### src/rtl/spi_host_win_pkg.sv
// Shared types and defaults for the SPI host TX/RX data windows.
// Empty-RX-read policy is selected by SPI_HOST_WIN_RX_STALL_EN in the top.
package spi_host_win_pkg;

  localparam int unsigned TxDepthDef = 4;
  localparam int unsigned RxDepthDef = 4;

  typedef struct packed {
    logic [31:0] data;
    logic [3:0]  be;
  } tx_entry_t;

  typedef struct packed {
    logic [31:0] addr;
    logic        write;
    logic [31:0] wdata;
    logic [3:0]  wstrb;
    logic        valid;
  } win_req_t;

  typedef struct packed {
    logic [31:0] rdata;
    logic        error;
    logic        ready;
  } win_rsp_t;

endpackage

### src/rtl/spi_host_win_fifo.sv
// Parametric FIFO with flush and level; storage is not reset,
// head output is masked to zero while empty.
module spi_host_win_fifo #(
  parameter type         T     = logic [31:0],
  parameter int unsigned Depth = 4,
  localparam int unsigned PW   = $clog2(Depth),
  localparam int unsigned LW   = $clog2(Depth + 1)
) (
  input  logic          clk_i,
  input  logic          rst_ni,
  input  logic          flush_i,
  input  logic          push_i,
  input  T              data_i,
  input  logic          pop_i,
  output T              data_o,
  output logic [LW-1:0] lvl_o
);

  T              mem [Depth];
  logic [PW-1:0] wptr;
  logic [PW-1:0] rptr;
  logic [LW-1:0] lvl;
  logic          do_push;
  logic          do_pop;

  function automatic logic [PW-1:0] nxt(input logic [PW-1:0] p);
    return (p == PW'(Depth - 1)) ? '0 : p + PW'(1);
  endfunction

  assign do_pop  = pop_i & (lvl != '0);
  assign do_push = push_i & ((lvl != LW'(Depth)) | do_pop);

  always_ff @(posedge clk_i) begin
    if (!rst_ni || flush_i) begin
      wptr <= '0;
      rptr <= '0;
      lvl  <= '0;
    end else begin
      if (do_push) wptr <= nxt(wptr);
      if (do_pop)  rptr <= nxt(rptr);
      unique case ({do_push, do_pop})
        2'b10:   lvl <= lvl + LW'(1);
        2'b01:   lvl <= lvl - LW'(1);
        default: lvl <= lvl;
      endcase
    end
  end

  always_ff @(posedge clk_i) begin
    if (do_push) mem[wptr] <= data_i;
  end

  assign data_o = (lvl != '0) ? mem[rptr] : T'('0);
  assign lvl_o  = lvl;

endmodule

### src/rtl/spi_host_data_win.sv
// Regbus TX/RX data windows in front of the SPI shift engine.
// SPI_HOST_WIN_RX_STALL_EN: empty RX reads stall instead of erroring.
module spi_host_data_win
  import spi_host_win_pkg::*;
#(
  parameter type          reg_req_t = win_req_t,
  parameter type          reg_rsp_t = win_rsp_t,
  parameter int unsigned  TxDepth   = TxDepthDef,
  parameter int unsigned  RxDepth   = RxDepthDef,
  localparam int unsigned TxLW      = $clog2(TxDepth + 1),
  localparam int unsigned RxLW      = $clog2(RxDepth + 1)
) (
  input  logic            clk_i,
  input  logic            rst_ni,
  input  reg_req_t        tx_win_i,
  output reg_rsp_t        tx_win_o,
  input  reg_req_t        rx_win_i,
  output reg_rsp_t        rx_win_o,
  output logic [31:0]     tx_data_o,
  output logic [3:0]      tx_be_o,
  output logic            tx_valid_o,
  input  logic            tx_ready_i,
  input  logic [31:0]     rx_data_i,
  input  logic            rx_valid_i,
  output logic            rx_ready_o,
  input  logic            tx_flush_i,
  input  logic            rx_flush_i,
  output logic [TxLW-1:0] tx_lvl_o,
  output logic [RxLW-1:0] rx_lvl_o,
  output logic            rx_underflow_o,
  output logic            rx_wr_err_o,
  output logic            tx_rd_err_o
);

  if ($bits(tx_win_i.wdata) != 32) begin : g_wdata_chk
    $error("regbus wdata must be 32 bit");
  end
  if (TxDepth < 2 || TxDepth > 64) begin : g_tx_depth_chk
    $error("TxDepth out of range 2..64");
  end
  if (RxDepth < 2 || RxDepth > 64) begin : g_rx_depth_chk
    $error("RxDepth out of range 2..64");
  end

  tx_entry_t   tx_in;
  tx_entry_t   tx_head;
  logic        tx_wr;
  logic        tx_rd;
  logic        tx_pop;
  logic        tx_room;
  logic        tx_ack;
  logic        tx_push;
  logic [31:0] rx_head;
  logic        rx_wr;
  logic        rx_rd;
  logic        rx_pop;
  logic        rx_empty_rd;
  logic        rx_push;
  logic        unused_bits;

  assign unused_bits = ^{tx_win_i.addr, rx_win_i.addr,
                         rx_win_i.wdata, rx_win_i.wstrb};

  // TX side: writes stall only when full and no pop this cycle
  assign tx_wr      = rst_ni & tx_win_i.valid & tx_win_i.write;
  assign tx_rd      = rst_ni & tx_win_i.valid & ~tx_win_i.write;
  assign tx_valid_o = tx_lvl_o != '0;
  assign tx_pop     = tx_valid_o & tx_ready_i;
  assign tx_room    = (tx_lvl_o != TxLW'(TxDepth)) | tx_pop;
  assign tx_ack     = tx_wr & (tx_room | tx_flush_i);
  assign tx_push    = tx_ack & (|tx_win_i.wstrb) & ~tx_flush_i;
  assign tx_in      = '{data: tx_win_i.wdata, be: tx_win_i.wstrb};
  assign tx_data_o  = tx_head.data;
  assign tx_be_o    = tx_head.be;
  assign tx_rd_err_o = tx_rd;

  always_comb begin
    tx_win_o       = '0;
    tx_win_o.ready = tx_ack | tx_rd;
    tx_win_o.error = tx_rd;
  end

  spi_host_win_fifo #(
    .T     (tx_entry_t),
    .Depth (TxDepth)
  ) u_tx_fifo (
    .clk_i   (clk_i),
    .rst_ni  (rst_ni),
    .flush_i (tx_flush_i),
    .push_i  (tx_push),
    .data_i  (tx_in),
    .pop_i   (tx_pop),
    .data_o  (tx_head),
    .lvl_o   (tx_lvl_o)
  );

  assign rx_wr       = rst_ni & rx_win_i.valid & rx_win_i.write;
  assign rx_rd       = rst_ni & rx_win_i.valid & ~rx_win_i.write;
  assign rx_pop      = rx_rd & (rx_lvl_o != '0);
  assign rx_empty_rd = rx_rd & (rx_lvl_o == '0);
  assign rx_ready_o  = (rx_lvl_o != RxLW'(RxDepth)) | rx_pop;
  assign rx_push     = rx_valid_i & rx_ready_o;
  assign rx_wr_err_o = rx_wr;

  always_comb begin
    rx_win_o       = '0;
    rx_underflow_o = 1'b0;
    unique case (1'b1)
      rx_wr: begin
        rx_win_o.ready = 1'b1;
        rx_win_o.error = 1'b1;
      end
      rx_pop: begin
        rx_win_o.ready = 1'b1;
        rx_win_o.rdata = rx_head;
      end
`ifdef SPI_HOST_WIN_RX_STALL_EN
      rx_empty_rd: rx_win_o.ready = 1'b0;
`else
      rx_empty_rd: begin
        rx_win_o.ready = 1'b1;
        rx_win_o.error = 1'b1;
        rx_underflow_o = 1'b1;
      end
`endif
      default: ;
    endcase
  end

  spi_host_win_fifo #(
    .T     (logic [31:0]),
    .Depth (RxDepth)
  ) u_rx_fifo (
    .clk_i   (clk_i),
    .rst_ni  (rst_ni),
    .flush_i (rx_flush_i),
    .push_i  (rx_push),
    .data_i  (rx_data_i),
    .pop_i   (rx_pop),
    .data_o  (rx_head),
    .lvl_o   (rx_lvl_o)
  );

endmodule

### config.mk
export PLATFORM = sky130hd
export DESIGN_NAME = spi_host_data_win
export DESIGN_NICKNAME = d
export VERILOG_FILES = /design/src/rtl/spi_host_win_pkg.sv /design/src/rtl/spi_host_win_fifo.sv /design/src/rtl/spi_host_data_win.sv
export SDC_FILE = /design/constraint.sdc
export NUM_CORES = 1
export LEC_CHECK = 0
export CORE_MARGIN = 3
export CORE_UTILIZATION = 40
export DETAILED_ROUTE_END_ITERATION = 12
export PLACE_DENSITY_LB_ADDON = 0.1
export SLEW_MARGIN = 20
export SYNTH_ARGS = -nofsm -noshare
export SYNTH_HDL_FRONTEND = slang
export SYNTH_SLANG_ARGS = --single-unit
### constraint.sdc
create_clock -name clk_i -period 3.2 [get_ports clk_i]
set_clock_uncertainty 0.1 [all_clocks]
set_input_delay 0.48 -clock clk_i [delete_from_list [all_inputs] [get_ports clk_i]]
set_output_delay 0.48 -clock clk_i [all_outputs]
set_load 0.02 [all_outputs]
==> reports/summary.txt, run 1 <==
RSZ-0062 raised after global routing: no
CP Max Fanout: 27
CP Launch Type: input pin
Final setup viols: 0
Layout Nets: 960
Async SR Flop Fraction: 0
Initial DRC count: 338
Clk sink count: 290
Max-slew headroom: 0.600
Routed length per instance: 19.7 um
Most area-hungry cell type in the Yosys netlist: edfxtp_1
Final Hold Fails: 0
Crit path kind: input pin to primary output
Leakage: 4.86 nW
Post-Route WL: 22900 um
Htree depth: 1
Placed inst area: 13700 um2
Run status: finished, final reports clean
Max-cap violations: 0
Slowest stage delay, CP: 0.61 ns
Core Area: 28200 um2
CP required: 2.62 ns
Peak VDD IR: 0.352 mV
Clk buf depth: 3
Crit. End Element: primary output
Site Rows: 61
Largest net degree at the start of global routing: 38
Share of post-route cells with drive strength above 1: 0.187
Gpl congestion: 0.708
Detailed placer's ending HPWL: 13700 um
Starting Density: 0.411
Mapped Cells: 578
Synth Register Bits: 290
Worst Setup Slack, final: 0.109 ns
Total track usage: 0.147
Type of the most critical hold path: flip-flop to flip-flop
Largest cells by area after synthesis: edfxtp_1 71%, mux4_2 13%, dfxtp_1 3.1%
Least-Margin Pin Slew: 0.595 ns
Hold Buf Count CTS: 0
Finished Layout Cells: 1166
Remaining Overflow, GRT: 0
Vias: 5750
Clock Latency Late Sink: 0.53 ns
Final antenna-violating net count: 0
IO buf count: 160
Final Cycle Share: 0.966
Root buffer cell: clkbuf_16
Critical Path Slowest Stage Cell: clkdlybuf4s50_1
Total CTS buffers: 30
Power per Cell Area: 534 nW/um2
YS warnings: 0
Average size of a mapped cell: 20.0 um2
EDFF count, synth: 272
Cell total after placement: 1114
Die Span Y: 176 um
IO Pins: 293
Initial antenna violation count: 2
Post-CTS setup buffers: 0
CTS tree: yes
Fmax: 324 MHz
Worst Hold Slack: 0.392 ns
Worst slack at placement: -0.0458 ns
Die X-Extent: 176 um
Share of Yosys cell area claimed by the top area cell type: 0.706
DRC: 0
Antenna Cells: 0
Area Growth Syn to Fin: 27.0%
Die area: 31000 um2
Post-synth cell types: 43
Critical-path cell list: clkdlybuf4s50_1 -> nand3b_1 -> or2_2 -> buf_12 -> and2b_1 -> clkdlybuf4s50_1
Sequential fraction of the synthesis area: 0.737
DRT Pass-1 Iters: 5
Post-Synthesis Cell Area: 11600 um2
Via/cell ratio: 4.93
Arrival @ worst endpoint: 2.51 ns
Crit-path most repeated cell: clkdlybuf4s50_1
Tmin final: 3.09 ns
Number of global-route vias before repair: 6323
Final Cell Area: 14700 um2
First-pass GRT wire length: 35500 um
Worst-path clk slew: 0.06 ns
Fin. max-slew vios: 0
Most used flip-flop cell after synthesis: edfxtp_1
## cell usage after synthesis, drive strengths merged (4+ instances only)
cell type    n
and2b       33
nor2         9
o21ai        4
buf         45
and2         9
dfxtp       18
mux4        68
clkbuf      10
ha          12
nor2b       36
inv         14
edfxtp     272
a21oi        6
## sequential cells by signal, summed over array words and instances, names as in the netlist, named ones only
name             cells
u_tx_fifo.mem      144
u_rx_fifo.mem      128
u_rx_fifo.lvl_o      3
u_tx_fifo.lvl_o      3
u_rx_fifo.rptr       2
u_rx_fifo.wptr       2
u_tx_fifo.rptr       2
u_tx_fifo.wptr       2
## where the power goes
group	switching, mW	internal (mW)	total, mW
clock	1.30	1.98	3.28
combinational	0.175	0.179	0.353
sequential	0.0151	4.21	4.22
## through the flow
stage,power (mW),TNS [ns],util
floorplan,4.48,0,-
global placement,4.64,0,0.488
detailed placement,4.66,-0.0458,0.488
CTS,7.95,0,0.522
global route,8.13,0,0.522
finish,7.85,0,0.522
## metal layers
metal / vias to the layer above / part of all wire / track usage
li1: 2588 / - / -
met1: 2960 / 0.41 / 0.189
met2: 178 / 0.51 / 0.259
met3: 20 / 0.067 / 0.0346
met4: 4 / 0.0096 / 0.0277
met5: - / 0.0012 / 0
## final cells by class
type | count | area (um2)
clock buffer | 46 | 893
inverter | 14 | 52.6
clock inverter | 6 | 50.0
sequential | 290 | 8540
timing repair buffer | 182 | 1920
multi-input combinational | 250 | 2780
fill | 2239 | 13500
tap | 378 | 473
## path summary, 6_finish.rpt
| check | from | end | slack (ns) | depth (start not counted) |
|---|---|---|---|---|
| max | rx_win_i[37] | rx_win_o[24] | 0.11 | 6 |
| min | u_tx_fifo.rptr[0]$_SDFFE_PP0P_ | flip-flop | 0.39 | 2 |
| max reg2reg | u_tx_fifo.lvl_o[2]$_SDFFE_PP0P_ | u_tx_fifo.lvl_o[2]$_SDFFE_PP0P_ | 0.61 | 9 |
| min reg2reg | u_tx_fifo.rptr[0]$_SDFFE_PP0P_ | flip-flop | 0.39 | 2 |
## cell usage in the layout, fill, tap and decap left out, types with 5 or more instances in the layout
cell	netlist	routed
inv_1	14	14
edfxtp_1	272	272
and2b_1	33	33
ha_1	12	12
mux4_2	68	68
clkdlybuf4s50_1	0	160
buf_12	0	12
clkbuf_1	9	10
buf_4	36	10
nor2b_1	36	36
dfxtp_2	0	6
conb_1	1	32
and2_1	9	5
clkbuf_16	0	32
nor2_1	9	9
dfxtp_1	18	12
a21oi_1	6	6
## what timing repair did
action / CTS / global route
resized for setup: 2 / 3
endpoints found under the setup margin: 15 / 18
pin swaps: 0 / 0
## cell families after synthesis
kind of cell | synth area share
muxes | 0.136
other | 0.000324
AOI/OAI and AO/OA | 0.00919
and+or+nand+nor | 0.0632
DFF | 0.737
xor gates and xnor gates | 0.00303
adders and majority gates | 0.0164
buffers and inverters | 0.0353
## critical path, delay by kind of cell
kind	cells	cell delay, ns
buffers and inverters	3	1.23
and+or+nand+nor	3	0.78
Power figures use the tool's default switching activity.
==> run 2: changes to the inputs <==
--- a/config.mk
+++ b/config.mk
@@ -6,7 +6,7 @@
 export NUM_CORES = 1
 export LEC_CHECK = 0
 export CORE_MARGIN = 3
-export CORE_UTILIZATION = 40
+export CORE_UTILIZATION = 30
 export DETAILED_ROUTE_END_ITERATION = 12
 export PLACE_DENSITY_LB_ADDON = 0.1
 export SLEW_MARGIN = 20
==> run 2 against run 1 <==
First-iteration DRC count fell by 30%. Clock power increased by 4%. Core utilization is 13 points lower. Routed wire length increased by 9.1%. Die area rose by 32%. Critical path type unchanged.
==> reports/summary.txt, run 2 (synthesized netlist as in run 1, its figures left out) <==
Total CTS buffers: 34 (+13%)
Leakage: 4.93 nW (+1.5%)
Post-Route WL: 25000 um (+9.1%)
Critical-path cell list: clkdlybuf4s50_1 -> nand3b_1 -> or2_2 -> buf_12 -> and2b_1 -> clkdlybuf4s50_1
Psw: 1.58 mW (+6.3%)
Die area: 41000 um2 (+32%)
Finished Layout Cells: 1309 (+12%)
CP required: 2.62 ns (about the same)
Least-Margin Pin Slew: 0.616 ns (+0.0212 ns)
Post-CTS setup buffers: 0 (unchanged)
Sw frac: 0.198 (+0.00814)
Cts repair resizes: 1 (-1)
Critical Path Slowest Stage Cell: clkdlybuf4s50_1
Total track usage: 0.123 (-0.0247)
Final setup viols: 0 (unchanged)
Number of global-route vias before repair: 6586 (+4.2%)
Run status: finished, final reports clean
Max-slew headroom: 0.586 (-0.0142)
Min-delay src: u_rx_fifo.wptr[1]$_SDFFE_PP0P_
Layout fillers: 3476 (+55%)
Final antenna-violating net count: 0 (unchanged)
Crit-path most repeated cell: clkdlybuf4s50_1
IO Pins: 293 (unchanged)
Type of the most critical hold path: flip-flop to flip-flop
Worst-path clk slew: 0.05 ns (about the same)
CP Launch Type: input pin
Initial DRC count: 238 (-30%)
CTS tree: yes
Power per Cell Area: 535 nW/um2 (+0.22%)
Largest register FFs: 144 (unchanged)
Launching point of the worst reg2reg path: u_tx_fifo.lvl_o[0]$_SDFFE_PP0P_
Tmin final: 3.10 ns (+0.0136 ns)
Area of the multi-input gates: 2770 um2 (-0.41%)
Root buffer cell: clkbuf_16
Crit path kind: input pin to primary output
RSZ-0062 raised after global routing: no
Fin. max-slew vios: 0 (unchanged)
Die Span Y: 202 um (+15%)
Routed length per instance: 19.1 um (-2.8%)
Peak VDD IR: 0.287 mV (-18%)
DRT Pass-1 Iters: 4 (-1)
Clk sink count: 290 (unchanged)
Area Growth Syn to Fin: 29.1%
Initial antenna violation count: 2 (unchanged)
Commonest non-fill, non-tap cell in the layout: edfxtp_1
Cell total after placement: 1251 (+12%)
Clock Latency Late Sink: 0.49 ns (-0.04 ns)
Site Rows: 71 (+16%)
Final Cell Area: 14900 um2 (+1.7%)
TNS Setup: 0 ns (unchanged)
Regs by FF count: u_tx_fifo.mem: 144 flops, u_rx_fifo.mem: 128 flops
Core Area: 37800 um2 (+34%)
Internal power: 6.42 mW (+0.88%)
Slowest stage delay, CP: 0.61 ns (about the same)
Final Cycle Share: 0.970 (+0.00426)
Comb power frac: 0.045 (about the same)
Fmax: 322 MHz (-0.44%)
Gpl congestion: 0.719 (+1.6%)
Arrival @ worst endpoint: 2.52 ns (about the same)
Share of post-route cells with drive strength above 1: 0.189 (+0.00291)
Htree depth: 2 (+1)
Layout Nets: 968 (+0.83%)
Via/cell ratio: 4.42 (-10%)
Placed inst area: 13900 um2 (+1.4%)
Detailed placer's ending HPWL: 15300 um (+11%)
Share of power burned in registers: 0.528 (-0.010)
Largest net degree at the start of global routing: 38 (unchanged)
Max-cap violations: 0 (unchanged)
Clk buf depth: 3 (unchanged)
DRC: 0 (unchanged)
Final Hold Fails: 0 (unchanged)
Most frequent cells in the layout: 272 x edfxtp_1, 158 x clkdlybuf4s50_1, 68 x mux4_2
Clock power frac: 0.427 (+0.010)
First-pass GRT wire length: 38500 um (+8.3%)
Starting Density: 0.306 (-0.105)
Vias: 5784 (+0.59%)
Crit. End Element: primary output
Die X-Extent: 202 um (+15%)
Hold Buf Count CTS: 0 (unchanged)
Remaining Overflow, GRT: 0 (unchanged)
Top reg by flops: u_tx_fifo.mem
CP Max Fanout: 29 (+7.4%)
Setup crit start: rx_win_i[37]
Register area: 8540 um2 (about the same)
IO buf count: 160 (unchanged)
==> run 2: cell types whose count changed in the layout (fill, tap and decap cells not counted), moves of 2 or more <==
cell and delta:
clkbuf_1 +2, clkinv_8 +2, clkbuf_8 -3, dfxtp_2 -2, buf_4 +4, clkdlybuf4s50_1 -2
dlymetal6s2s_1 +2, clkbuf_16 +3
==> run 2: power by group through the flow <==
stage	clock network [mW]	registers (mW)	logic, mW
2_1_floorplan	0	4.30	0.180
3_3_place_gp	0	4.30	0.352
3_5_place_dp	0	4.30	0.363
4_1_cts	3.57	4.22	0.365
5_1_grt	3.73	4.22	0.390
6_report	3.42	4.22	0.360
==> run 2: routing by layer <==
| layer | wire (um) | up-vias | share of wire | track usage |
|---|---|---|---|---|
| met5 | 34 | - | 0.0014 | 0 |
| met3 | 1450 | 44 | 0.058 | 0.0329 |
| met1 | 10000 | 2975 | 0.40 | 0.144 |
| met2 | 13000 | 151 | 0.52 | 0.221 |
| met4 | 528 | 4 | 0.021 | 0.0346 |
| li1 | - | 2610 | - | - |
==> run 2: final cells by class <==
| type | instances | area share |
|---|---|---|
| inverter | 14 | 0.00352 |
| tap | 511 | 0.0428 |
| clock buffer | 48 | 0.0625 |
| timing repair buffer | 186 | 0.131 |
| antenna | 1 | 0.000167 |
| clock inverter | 9 | 0.00410 |
| sequential | 290 | 0.571 |
| multi-input combinational | 250 | 0.185 |
==> run 2: per-stage QoR <==
step | utilization | total power, mW | setup slack, ns | hold WS, ns
floorplan | - | 4.48 | 0.511 | 0.363
global placement | 0.368 | 4.65 | 0.0505 | 0.376
detailed placement | 0.368 | 4.66 | 0.00326 | 0.388
CTS | 0.395 | 8.16 | 0.0181 | 0.401
global route | 0.395 | 8.35 | 0.000820 | 0.429
finish | 0.395 | 8.00 | 0.0952 | 0.396
==> run 2: worst max-delay path, delay by kind of cell <==
family	cells	cell delay, ns
and+or+nand+nor	3	0.79
buffers and inverters	3	1.24
==> run 2: final timing paths <==
kind / end / slack (ns) / cells past startpoint
setup reg to reg: u_tx_fifo.lvl_o[2]$_SDFFE_PP0P_ / 0.63 / 9
hold reg to reg: u_rx_fifo.wptr[1]$_SDFFE_PP0P_ / 0.40 / 2
setup / recovery: rx_win_o[6] / 0.1 / 6
hold / removal: u_rx_fifo.wptr[1]$_SDFFE_PP0P_ / 0.40 / 2
